File: config.mk
export PLATFORM = sky130hd
export DESIGN_NAME = ssvep_lockin_mixer
export DESIGN_NICKNAME = d
export VERILOG_FILES = /design/src/rtl/ssvep_lockin_mixer.sv
export SDC_FILE = /design/constraint.sdc
export NUM_CORES = 2
export LEC_CHECK = 0
export ABC_AREA = 1
export BUFFER_PORTS_ARGS = -buffer_cell sky130_fd_sc_hd__buf_2
export CORE_UTILIZATION = 45
export DETAILED_ROUTE_END_ITERATION = 7
export GPL_ROUTABILITY_DRIVEN = 0
export PLACE_DENSITY = 0.65
export SYNTH_ARGS = -nofsm -noshare
export SYNTH_HDL_FRONTEND = slang
export SYNTH_SLANG_ARGS = --single-unit
File: constraint.sdc
create_clock -name clock -period 6.56 [get_ports clock]
set_clock_uncertainty 0.15 [all_clocks]
set_input_delay 0.984 -clock clock [delete_from_list [all_inputs] [get_ports clock]]
set_output_delay 0.984 -clock clock [all_outputs]
set_load 0.005 [all_outputs]
File: src/rtl/ssvep_lockin_mixer.sv
// Lock-in I/Q mixer for one ADS1299 channel: phase accumulator, quarter-wave sine ROM, 24x16 multiply.
// Optional quadrature path built only when LOCKIN_QUADRATURE_EN is defined (otherwise data_out_q is 0).
`timescale 1ns/1ps
module ssvep_lockin_mixer #(
  parameter int LUT_ADDR_BITS = 8,
  parameter int REF_WIDTH     = 16,
  parameter int WRAP_SAT      = 65535
) (
  input  logic               clock,
  input  logic               reset,
  input  logic               enable,
  input  logic               bypass,
  input  logic               phase_reset,
  input  logic               data_valid,
  input  logic signed [23:0] data,
  input  logic [31:0]        phase_inc_in,
  output logic signed [63:0] data_out_i,
  output logic signed [63:0] data_out_q,
  output logic               data_out_valid,
  output logic [15:0]        wrap_count,
  output logic               ready
);

  localparam int          DW            = 24;
  localparam int          PW            = DW + REF_WIDTH;
  localparam int          QTR           = (1 << LUT_ADDR_BITS) / 4;
  localparam int          IW            = LUT_ADDR_BITS - 1;
  localparam logic [31:0] PHASE_INC_RST = 32'h0147_AE14;
  localparam logic [15:0] L_WRAP_SAT    = 16'(WRAP_SAT);

  // First quadrant of round(32767*sin(2*pi*k/256)), k = 0..64; the rest is mirrored/negated.
  localparam logic [REF_WIDTH-1:0] QSIN [0:64] = '{
    16'd0,     16'd804,   16'd1608,  16'd2410,  16'd3212,  16'd4011,  16'd4808,  16'd5602,
    16'd6393,  16'd7179,  16'd7962,  16'd8739,  16'd9512,  16'd10278, 16'd11039, 16'd11793,
    16'd12539, 16'd13279, 16'd14010, 16'd14732, 16'd15446, 16'd16151, 16'd16846, 16'd17530,
    16'd18204, 16'd18868, 16'd19519, 16'd20159, 16'd20787, 16'd21403, 16'd22005, 16'd22594,
    16'd23170, 16'd23731, 16'd24279, 16'd24811, 16'd25329, 16'd25832, 16'd26319, 16'd26790,
    16'd27245, 16'd27683, 16'd28105, 16'd28510, 16'd28898, 16'd29268, 16'd29621, 16'd29956,
    16'd30273, 16'd30571, 16'd30852, 16'd31113, 16'd31356, 16'd31580, 16'd31785, 16'd31971,
    16'd32137, 16'd32285, 16'd32412, 16'd32521, 16'd32609, 16'd32678, 16'd32728, 16'd32757,
    16'd32767
  };

  function automatic logic signed [REF_WIDTH-1:0] f_lut(input logic [LUT_ADDR_BITS-1:0] addr);
    logic [IW-1:0]        idx;
    logic [REF_WIDTH-1:0] mag;
    if (addr[LUT_ADDR_BITS-2])
      idx = IW'(QTR) - IW'(addr[LUT_ADDR_BITS-3:0]);
    else
      idx = IW'(addr[LUT_ADDR_BITS-3:0]);
    mag = QSIN[idx];
    f_lut = addr[LUT_ADDR_BITS-1] ? -$signed(mag) : $signed(mag);
  endfunction

  logic [31:0] r_phase_inc;
  logic [31:0] r_acc;
  logic [15:0] r_wrap_count;

  logic                     w_accept;
  logic [31:0]              w_acc_base;
  logic [32:0]              w_acc_sum;
  logic [LUT_ADDR_BITS-1:0] w_addr;

  assign w_accept   = enable & data_valid;
  // A same-cycle phase_reset makes the current sample see phase 0.
  assign w_acc_base = phase_reset ? 32'd0 : r_acc;
  assign w_acc_sum  = {1'b0, w_acc_base} + {1'b0, r_phase_inc};
  assign w_addr     = w_acc_base[31 -: LUT_ADDR_BITS];

  always_ff @(posedge clock or negedge reset) begin
    if (!reset) begin
      r_phase_inc  <= PHASE_INC_RST;
      r_acc        <= '0;
      r_wrap_count <= '0;
    end else begin
      if (!enable)
        r_phase_inc <= phase_inc_in;
      if (w_accept) begin
        r_acc <= w_acc_sum[31:0];
        if (w_acc_sum[32] && (r_wrap_count != L_WRAP_SAT))
          r_wrap_count <= r_wrap_count + 16'd1;
      end else if (phase_reset) begin
        r_acc <= '0;
      end
    end
  end

  // S1: capture sample and table address
  logic                     r_s1_valid;
  logic                     r_s1_bypass;
  logic signed [DW-1:0]     r_s1_data;
  logic [LUT_ADDR_BITS-1:0] r_s1_addr;

  always_ff @(posedge clock or negedge reset) begin
    if (!reset) begin
      r_s1_valid  <= 1'b0;
      r_s1_bypass <= 1'b0;
      r_s1_data   <= '0;
      r_s1_addr   <= '0;
    end else begin
      r_s1_valid <= w_accept;
      if (w_accept) begin
        r_s1_bypass <= bypass;
        r_s1_data   <= data;
        r_s1_addr   <= w_addr;
      end
    end
  end

  // S2: registered table read
  logic                        r_s2_valid;
  logic                        r_s2_bypass;
  logic signed [DW-1:0]        r_s2_data;
  logic signed [REF_WIDTH-1:0] r_s2_sin;

  always_ff @(posedge clock or negedge reset) begin
    if (!reset) begin
      r_s2_valid  <= 1'b0;
      r_s2_bypass <= 1'b0;
      r_s2_data   <= '0;
      r_s2_sin    <= '0;
    end else begin
      r_s2_valid <= r_s1_valid;
      if (r_s1_valid) begin
        r_s2_bypass <= r_s1_bypass;
        r_s2_data   <= r_s1_data;
        r_s2_sin    <= f_lut(r_s1_addr);
      end
    end
  end

  // S3: multiplier register followed by the output register, which holds between strobes
  logic                 r_s3_valid;
  logic signed [PW-1:0] r_s3_i;
  logic                 r_out_valid;
  logic signed [63:0]   r_out_i;
  logic signed [PW-1:0] w_prod_i;
  logic signed [PW-1:0] w_data_ext;

  assign w_data_ext = PW'(r_s2_data);
  assign w_prod_i   = w_data_ext * PW'(r_s2_sin);

  always_ff @(posedge clock or negedge reset) begin
    if (!reset) begin
      r_s3_valid  <= 1'b0;
      r_s3_i      <= '0;
      r_out_valid <= 1'b0;
      r_out_i     <= '0;
    end else begin
      r_s3_valid  <= r_s2_valid;
      r_out_valid <= r_s3_valid;
      if (r_s2_valid)
        r_s3_i <= r_s2_bypass ? w_data_ext : w_prod_i;
      if (r_s3_valid)
        r_out_i <= 64'(r_s3_i);
    end
  end

`ifdef LOCKIN_QUADRATURE_EN
  logic signed [REF_WIDTH-1:0] r_s2_cos;
  logic signed [PW-1:0]        r_s3_q;
  logic signed [63:0]          r_out_q;
  logic signed [PW-1:0]        w_prod_q;
  logic [LUT_ADDR_BITS-1:0]    w_cos_addr;

  assign w_cos_addr = r_s1_addr + LUT_ADDR_BITS'(QTR);
  assign w_prod_q   = w_data_ext * PW'(r_s2_cos);

  always_ff @(posedge clock or negedge reset) begin
    if (!reset) begin
      r_s2_cos <= '0;
      r_s3_q   <= '0;
      r_out_q  <= '0;
    end else begin
      if (r_s1_valid)
        r_s2_cos <= f_lut(w_cos_addr);
      if (r_s2_valid)
        r_s3_q <= r_s2_bypass ? '0 : w_prod_q;
      if (r_s3_valid)
        r_out_q <= 64'(r_s3_q);
    end
  end

  assign data_out_q = r_out_q;
`else
  assign data_out_q = '0;
`endif

  assign data_out_i     = r_out_i;
  assign data_out_valid = r_out_valid;
  assign wrap_count     = r_wrap_count;
  assign ready          = reset;

endmodule

==> results.md <==
- HPWL Detailed: between 50 and 60 mm
- Fill count: between 6000 and 7000
- Avg Inst Size Synth: slightly below 8 sq um
- TritonCTS Buffers: 25
- ANT nets after route: 0
- Post-synth EDFFs: 0
- Critical path class: reg -> reg
- Mapped Area: around 28000 sq um
- Critical-path maximum fanout: 12
- Startpoint Class: flip-flop
- Primary FF master, synth: dfrtp_1
- I/O pin count: roughly 210
- Largest net degree at the start of global routing: between 70 and 80
- Clock Latency Late Sink: approximately 0.55 ns
- Final period util: a little over nine tenths
- Die ar.: approximately 63000 sq um
- Most used cell along the critical path: fa_1
- Gr usage total: between 20% and 30%
- CP max stage cell: dfrtp_1
- CP arrival: between 6 and 7 ns
- Clock Path Buffers: 3
- Number of diodes: 0
- DR vias/cell: about 5.0
- FF+latch count, synth: ~240
- Max-slew violations: 0
- Vias in the first global route: 22928
- Netlist cell types: 40
- GRT Residual Overflow: 0
- Crit path cell chain: nand2_1 -> fa_1 -> fa_1 -> fa_1 -> inv_1 -> fa_1 -> fa_1 -> inv_1 -> fa_1 -> inv_1 -> ha_1 -> nand2_1 -> nor2_1 -> inv_1 -> nor2_1 -> and3_1 -> a21oi_1 -> buf_4 -> or2_2 -> nand3_1 -> o211ai_1 -> nand2_1
- Global routing usage on met3: around 2.6%
- Drt wl/cell: between 15 and 20 microns
- Die X: between 200 and 300 microns
- TritonRoute pass-1 iters: 6
- Setup violation total in the final timing report: 0
- Clock sinks: between 200 and 250
- Util after Layout: approximately half
- Place WS: 0.0926 ns
- CORE AREA: 61700 sq um
- Worst hold slack: approximately 0.2 ns
- Max cap viols: 0
- Measured slew at the worst slew-check pin: ~1.0 ns
- Most used routing layer: met2
- Hold Fails Final Rpt: 0
- Row count: 91
- Sequential fraction of the synthesis area: 21.2%
- Worst-path clk slew: around 0.07 ns
- Synthesis-to-finish area growth: 8.33%
- Die Ht: roughly 250 microns
- Final Cell Area: between 30000 and 40000 sq um
- Vias: between 20000 and 25000
- Starting density of the core: 45.5%
- Fmax: 158 MHz
- WP buf/inv: 5
- Initial antenna violation count: 2
- CP required: a little under 7 ns
- Max stage delay on crit path: 0.69 ns
- First-pass GRT wire length: 121 mm
- Nets: 4267
- Hold buffer count at cts: 0
- WL final: between 70 and 80 mm
- GR Util met2: 39.7%
- Layout cells sized above 1: a little under an eighth
- Setup ws final: between 0.2 and 0.25 ns
- Cells after synthesis: between 3000 and 4000
- H-tree levels: 1
- Element type at the critical path end: flip-flop
- Asr flop ratio synth: 100%
- Synth warn: 0
- Port Buffers: about 140
- Status: finished clean
- Initial detailed-routing violation count: between 1500 and 2000
- Clock root cell: clkbuf_16
- Worst hold-check path type: in -> async
- Cell Area, Placed: just under 30000 sq um
- Grt met1 use: roughly a third
- Crit path time final: between 6 and 7 ns
- Cell family with most CP delay: adder cells
- CTS tree: done
- Remaining DRCs: 0
- Rel. slew slack: 31.2%
==> worst reg2reg max path: cells and delay by family, from the launching register on <==
family / cells / cell delay [ns]
fa+ha+maj: 7 / 3.47
simple gates: 8 / 1.26
flops: 1 / 0.69
buf+inv: 5 / 0.41
compound gates: 2 / 0.29
==> state kept, by name, summed over array words and instances (netlist names), 8 cells and up <==
name,flops
r_s3_i,40
wrap_count,16
r_phase_inc,32
r_s1_addr,8
r_s1_data,24
r_acc,32
r_s2_data,24
data_out_i,40
r_s2_sin,16
==> final timing paths <==
| path | start | to | slack [ns] | cells past startpoint |
|---|---|---|---|---|
| worst min register to register | r_s3_i[17] | r_s3_i[17] | 0.33 | 2 |
| worst max-delay path | r_s2_data[15] | r_s3_i[22] | 0.24 | 22 |
| max in group asynchronous | reset | r_acc[0] | 4.70 | 2 |
| min in group clock | r_s3_i[17] | r_s3_i[17] | 0.33 | 2 |
| worst max register to register | r_s2_data[15] | r_s3_i[22] | 0.24 | 22 |
| worst min-delay path | reset | data_out_i[12] | 0.20 | 1 |
==> kinds of logic after synthesis <==
family,after synthesis,share of synthesized area [%]
other cells,1,0.0133
buf+inv,1007,14.7
fa+ha+maj,519,33.1
xor+xnor,56,1.74
flops,238,21.2
simple gates,1356,19.5
mux,71,2.84
compound gates,355,6.79
==> synthesized netlist by cell type (all sizes together), types with 16 or more instances <==
cell / instances / area share, %
nand2: 948 / 13
inv: 755 / 10
fa: 375 / 27
dfrtp: 226 / 20
nor2: 184 / 2.5
o21ai: 159 / 2.8
nand3: 155 / 2.8
ha: 144 / 6.4
a21oi: 142 / 2.5
clkbuf: 133 / 1.8
buf: 117 / 2.9
mux2: 71 / 2.8
xor2: 33 / 1.0
or2: 23 / 0.51
xnor2: 23 / 0.72
nand4: 16 / 0.36
==> final cells by class <==
type | count | area [sq um] | share of cell area, %
clock inverters | 8 | 98.8 | 0.325
inverters | 757 | 2840 | 9.33
flip-flops and latches | 238 | 6000 | 19.7
clock buffers | 35 | 693 | 2.28
well taps | 837 | 1050 | 3.44
multi-input cells | 2421 | 18300 | 60.0
repair buffers | 243 | 1510 | 4.95
==> metal layers <==
layer,wire length [microns],share of wire [%]
met1,33000,45
met2,34600,47
met3,4510,6.1
met4,1760,2.4
met5,0,0
==> timing repair <==
action                                  CTS  global route
resized for setup                         0            36
buffers inserted                          0             6
endpoints found under the setup margin    0            20
==> metrics by stage <==
step | cells | TNS, ns
finish | 4539 | 0
global placement | 4490 | 0
floorplan | 3666 | 0
CTS | 4533 | 0
global route | 4539 | -0.0239
detailed placement | 4490 | 0
==> cell usage in the layout (no fill, tap or decap), types with 3 or more instances in the layout <==
cell / instances
nand3b_1: 3
fa_2: 3
nor4_1: 11
nor2_2: 6
mux2_2: 71
clkinv_2: 3
o211ai_1: 7
a221oi_1: 6
nor3_1: 14
ha_1: 144
xor2_1: 33
o21ai_1: 5
clkbuf_1: 7
a31oi_1: 12
xnor2_1: 22
dfrtp_2: 23
fa_1: 372
nand2_2: 6
o31ai_1: 7
buf_2: 143
nand2_1: 942
nand3_2: 3
dfrtp_1: 203
buf_4: 95
dfstp_2: 12
o21ai_0: 154
a21o_1: 8
a21oi_1: 140
o21a_1: 3
nand3_1: 152
inv_1: 750
nand4_1: 16
inv_2: 5
nor2_1: 178
o221ai_1: 3
o21bai_1: 7
clkbuf_8: 3
clkbuf_16: 25
or2_2: 22
conb_1: 64
Power is not shown: default switching activity piles up to over one toggle a cycle in this logic, so the estimate is an artifact.
